## config.mk

```make
export PLATFORM = sky130hd
export DESIGN_NAME = ad4003_frame_packer
export DESIGN_NICKNAME = d
export VERILOG_FILES = /design/src/rtl/ad4003_frame_packer.sv
export SDC_FILE = /design/constraint.sdc
export NUM_CORES = 1
export LEC_CHECK = 0
export ABC_CLOCK_PERIOD_IN_PS = 4830
export BUFFER_PORTS_ARGS = -buffer_cell sky130_fd_sc_hd__buf_4
export CAP_MARGIN = 25
export CELL_PAD_IN_SITES_DETAIL_PLACEMENT = 1
export CELL_PAD_IN_SITES_GLOBAL_PLACEMENT = 2
export CORE_MARGIN = 4
export CORE_UTILIZATION = 37
export DETAILED_ROUTE_END_ITERATION = 7
export GPL_ROUTABILITY_DRIVEN = 0
export HOLD_SLACK_MARGIN = 0.12
export PLACE_DENSITY = 0.88
export SLEW_MARGIN = 20
export SYNTH_ARGS = -nofsm -noshare
export SYNTH_HDL_FRONTEND = slang
export SYNTH_SLANG_ARGS = --single-unit
```

## constraint.sdc

```tcl
create_clock -name adc_read_clk -period 4.83 [get_ports adc_read_clk]
set_input_delay 0.966 -clock adc_read_clk [delete_from_list [all_inputs] [get_ports adc_read_clk]]
set_output_delay 0.966 -clock adc_read_clk [all_outputs]
set_load 0.1 [all_outputs]
```

## src/rtl/ad4003_frame_packer.sv

```systemverilog
// AD4003 frame packer: per-channel block averaging of 18-bit signed conversions,
// emitted as header + sign-extended samples on a 32-bit AXI-Stream master.
// Completed periods that arrive while a frame is streaming are dropped and flagged.
module ad4003_frame_packer #(
   parameter int unsigned ADC_CHANNELS   = 8,
   parameter int unsigned ADC_DATA_WIDTH = 18,
   parameter int unsigned DECIM_LOG2     = 0
) (
   input  logic                                   adc_read_clk,
   input  logic                                   rst_n,
   input  logic                                   enable,
   input  logic                                   data_valid,
   input  logic [ADC_DATA_WIDTH*ADC_CHANNELS-1:0] adc_data_arr,
   input  logic                                   overrun_clr,
   output logic [31:0]                            m_axis_tdata,
   output logic                                   m_axis_tvalid,
   output logic                                   m_axis_tlast,
   input  logic                                   m_axis_tready,
   output logic                                   overrun,
   output logic [15:0]                            frame_cnt
);

   localparam int unsigned   AW        = ADC_DATA_WIDTH + DECIM_LOG2;
   localparam int unsigned   DW        = (DECIM_LOG2 > 0) ? DECIM_LOG2 : 1;
   localparam int unsigned   IW        = $clog2(ADC_CHANNELS);
   localparam logic [DW-1:0] DCNT_LAST = DW'((32'd1 << DECIM_LOG2) - 32'd1);
   localparam logic [IW-1:0] IDX_LAST  = IW'(ADC_CHANNELS - 1);

   typedef enum logic [1:0] {
      IDLE = 2'd0,
      HDR  = 2'd1,
      DAT  = 2'd2
   } state_t;

   state_t                           state_q, state_d;
   logic [IW-1:0]                    idx_q, idx_d;
   logic [DW-1:0]                    dcnt_q;
   logic [15:0]                      frame_cnt_q;
   logic [15:0]                      hdr_cnt_q;
   logic                             overrun_q;
   logic signed [AW-1:0]             acc_q [ADC_CHANNELS];
   logic signed [AW-1:0]             sum   [ADC_CHANNELS];
   logic signed [ADC_DATA_WIDTH-1:0] res   [ADC_CHANNELS];
   logic signed [ADC_DATA_WIDTH-1:0] buf_q [ADC_CHANNELS];
   logic                             strobe;
   logic                             period_done;
   logic                             capture;
   logic                             handshake;

   assign strobe      = data_valid && enable;
   assign period_done = strobe && (dcnt_q == DCNT_LAST);
   assign capture     = period_done && (state_q == IDLE);
   assign handshake   = m_axis_tvalid && m_axis_tready;

   // The first strobe of a period restarts the sum, so no separate clear is needed;
   // with DECIM_LOG2=0 every strobe is both first and last and the sample passes through.
   for (genvar k = 0; k < ADC_CHANNELS; k++) begin : g_ch
      logic signed [ADC_DATA_WIDTH-1:0] sample;
      assign sample = adc_data_arr[k*ADC_DATA_WIDTH +: ADC_DATA_WIDTH];
      assign sum[k] = (dcnt_q == '0) ? AW'(sample) : acc_q[k] + AW'(sample);
      assign res[k] = ADC_DATA_WIDTH'(sum[k] >>> DECIM_LOG2);
   end

   // Accumulators and position within the averaging period; disable drops partial periods
   always_ff @(posedge adc_read_clk or negedge rst_n) begin
      if (!rst_n) begin
         dcnt_q <= '0;
         for (int unsigned k = 0; k < ADC_CHANNELS; k++) acc_q[k] <= '0;
      end else if (!enable) begin
         dcnt_q <= '0;
         for (int unsigned k = 0; k < ADC_CHANNELS; k++) acc_q[k] <= '0;
      end else if (data_valid) begin
         dcnt_q <= period_done ? '0 : dcnt_q + DW'(1);
         for (int unsigned k = 0; k < ADC_CHANNELS; k++) acc_q[k] <= sum[k];
      end
   end

   // Period counter and sticky drop flag (a new drop beats a simultaneous clear)
   always_ff @(posedge adc_read_clk or negedge rst_n) begin
      if (!rst_n) begin
         frame_cnt_q <= '0;
         overrun_q   <= 1'b0;
      end else begin
         if (period_done) frame_cnt_q <= frame_cnt_q + 16'd1;
         if (period_done && (state_q != IDLE)) overrun_q <= 1'b1;
         else if (overrun_clr)                 overrun_q <= 1'b0;
      end
   end

   // Output buffer: results and their period number latched only when the stream is idle
   always_ff @(posedge adc_read_clk or negedge rst_n) begin
      if (!rst_n) begin
         hdr_cnt_q <= '0;
         for (int unsigned k = 0; k < ADC_CHANNELS; k++) buf_q[k] <= '0;
      end else if (capture) begin
         hdr_cnt_q <= frame_cnt_q + 16'd1;
         for (int unsigned k = 0; k < ADC_CHANNELS; k++) buf_q[k] <= res[k];
      end
   end

   // Stream FSM state register
   always_ff @(posedge adc_read_clk or negedge rst_n) begin
      if (!rst_n) begin
         state_q <= IDLE;
         idx_q   <= '0;
      end else begin
         state_q <= state_d;
         idx_q   <= idx_d;
      end
   end

   // Stream FSM next state: header, then one word per channel
   always_comb begin
      state_d = state_q;
      idx_d   = idx_q;
      case (state_q)
         IDLE: if (period_done) state_d = HDR;
         HDR: if (handshake) begin
            state_d = DAT;
            idx_d   = '0;
         end
         DAT: if (handshake) begin
            if (idx_q == IDX_LAST) state_d = IDLE;
            else                   idx_d   = idx_q + IW'(1);
         end
         default: state_d = IDLE;
      endcase
   end

   // Stream outputs decoded from registered state only, so they hold under back-pressure
   always_comb begin
      m_axis_tdata  = '0;
      m_axis_tvalid = 1'b0;
      m_axis_tlast  = 1'b0;
      case (state_q)
         HDR: begin
            m_axis_tvalid = 1'b1;
            m_axis_tdata  = {8'hAD, 8'(ADC_CHANNELS), hdr_cnt_q};
         end
         DAT: begin
            m_axis_tvalid = 1'b1;
            m_axis_tdata  = 32'(buf_q[idx_q]);
            m_axis_tlast  = (idx_q == IDX_LAST);
         end
         default: ;
      endcase
   end

   assign overrun   = overrun_q;
   assign frame_cnt = frame_cnt_q;

endmodule

```

==> metrics <==
ys async rst share 100%; final period demand of the worst path 4100 ps; area of the core 31600 sq um; utilization after layout 45.8%; Post-Syn Area per Cell 9.27 sq um; Hold Crit Depth 2; post-synth net total 1487; initial antenna violation count 0; nets 1619; share of the synthesized area in the top cell type 47.6%; Post-CTS Hold Buffers 0; Starting Density 37.5%; f_max 244 MHz; Final Cycle Share 84.8%; worst-case clock buffer depth 3; Required @ worst endpoint 3860 ps; number of buffers inserted by port buffering 200; Reg-to-Reg End idx_q[0]; count leader, synth nand2_1; Max-Cap Viols 0; GRT Util Overall 20.7%; share of layout cells above drive strength 1 21.3%; data arrival time of the worst path 3130 ps; critical path class reg2out; WL/cell 19.9 microns; crit end category output pin; Slew @ Worst Pin 901 ps; Finished Cell Area 14500 sq um; 1st-pass router iterations 4; # IOs 201; Worst Hold Endpoint buf_q[68]; Gate Count Post-Synth 1281; row count 65; Leak 7.05 nW; die height 187 microns; Power Density 546 nW/um^2; vias in the first global route 10300; worst r2r src idx_q[0]; drt total wl 36600 microns; Most used DFF post-synth dfrtp_1; commonest cells in the netlist 437 x nand2_1, 226 x dfrtp_1, 87 x clkbuf_1; Max Slew Vio Count 0; area leader, netlist dfrtp_1; final hold vios 0; Post-synth EDFFs 0; Setup Fix Bufs, Post-CTS 0; Reg2Reg Setup Slack 2330 ps; clock tree sinks 226; final setup fails 0; Yosys reg bits 226; Startpoint Class flip-flop; relative slew slack 39.9%; global-route wire length before repair 58500 microns; synth unique cells 44; Fillers 3579; Iter 0 DRT Violations 601; status finished clean; Worst Skew 20.9 ps; Die X-Extent 187 microns; Layout area overhead 21.9%; drt drc 0; Crit Path Max Fanout 20; Post-DRT Antenna Nets 0; worst min path class reg2reg; TritonCTS Buffers 27; CTS tree yes; Vias/cell 5.14; Worst-Skew Late Latency 540 ps; dpl cells 1786; sequential share of the synthesized area 47.6%; Clk pin slew, worst setup/hold paths 60 ps; detailed-route via count 9430; Final Non-Filler Cells 1835; synth top area cells dfrtp_1 48%, nand2_1 14%, mux4_2 6.8%, ha_1 5.1%, mux2i_1 3.5%; worst hold path startpoint buf_q[68]; yosys warns 0; clock root buffer clkbuf_16; ant diodes 0; detailed placement HPWL 26900 microns; dpl cell area 13600 sq um; H-tree levels 1; worst vdd ir 0.000305 V; mapped cell area 11900 sq um; unrepaired setup endpoints after global routing no; overflow left after global routing 0; Die ar. 35000 sq um; Worst Reg-to-Reg Cells 6; pin count of the biggest net entering global routing 101; post-CTS sizing 0
-- state kept, by name, indices dropped and copies added (netlist names) --
| register | count |
|---|---|
| state_q | 2 |
| frame_cnt | 16 |
| idx_q | 3 |
| acc_q | 43 |
| hdr_cnt_q | 16 |
| buf_q | 144 |
| dcnt_q | 1 |
| overrun | 1 |
-- cell type report --
class | instances | area [sq um] | share of cell area [%]
multi-input combinational | 914 | 5650 | 39.0
clock buffer | 35 | 756 | 5.22
timing repair buffer | 214 | 1640 | 11.3
clock inverter | 14 | 158 | 1.09
inverter | 30 | 113 | 0.778
sequential | 226 | 5660 | 39.1
tap | 402 | 503 | 3.47
-- stage by stage --
step | setup TNS, ps | hold slack (ps) | setup WS [ps] | power (mW)
global route | 0 | 496 | 510 | 8.39
floorplan | -1230 | 440 | -137 | 4.93
global placement | 0 | 454 | 1370 | 5.74
CTS | 0 | 477 | 667 | 7.99
detailed placement | 0 | 463 | 1280 | 5.85
finish | 0 | 474 | 734 | 7.91
-- cells in the final DEF (no fill, tap or decap), drive strengths merged, types with 2 or more instances in the layout --
cell type  instances
or3                2
nand2b             3
nor2              67
mux2i             41
a22o               3
nor2b             16
o31a               2
mux4              36
clkbuf            35
clkinvlp           2
nand3              8
xor2               8
a21oi             40
mux2               2
a21o               8
inv               30
bufinv             3
ha                48
and3               5
and2               3
nor3              12
fa                 8
nand4              4
xnor2             31
a211o              4
a31oi              2
a211oi            32
clkinv             9
nand2            437
buf              214
o21a               5
o21ai             77
dfrtp            226
-- routing by layer --
metal | track usage (%) | up-vias | part of all wire, %
met2 | 32.8 | 222 | 46
met4 | 4.47 | 0 | 1.9
met3 | 3.98 | 45 | 6.9
met5 | 0 | - | 0
li1 | - | 4493 | -
met1 | 29.8 | 4670 | 45
-- critical path, stage by stage, from the launching register on --
cell and delay [ps]:
dfrtp_2 810, buf_4 450, mux4_2 560, mux2i_1 300
o21ai_0 160, buf_4 280
-- logic make-up after synthesis --
group           count (synthesis)  synth area share (%)
compound gates                180                  9.01
xor+xnor                       39                  2.88
fa+ha+maj                      56                  6.41
buf+inv                       141                  4.90
flops                         226                  47.6
mux                            79                  10.5
simple gates                  560                  18.7
-- power breakdown --
part	switching [mW]	total [mW]	internal [mW]
sequential	0.579	3.12	2.54
clock	0.825	2.09	1.26
combinational	1.69	2.70	1.00
-- worst max path at each step --
stage	from	endpoint	slack [ps]	cells past startpoint
final	idx_q[0]	m_axis_tdata[3]	730	5
after global routing	idx_q[0]	m_axis_tdata[3]	510	5
after CTS	idx_q[0]	m_axis_tdata[3]	670	5
after detailed placement	idx_q[0]	m_axis_tdata[3]	1280	5
after global placement	idx_q[0]	m_axis_tdata[4]	1370	5
after floorplan	state_q[0]	m_axis_tdata[0]	-140	5
No activity file was read; power rests on OpenSTA's default activity.
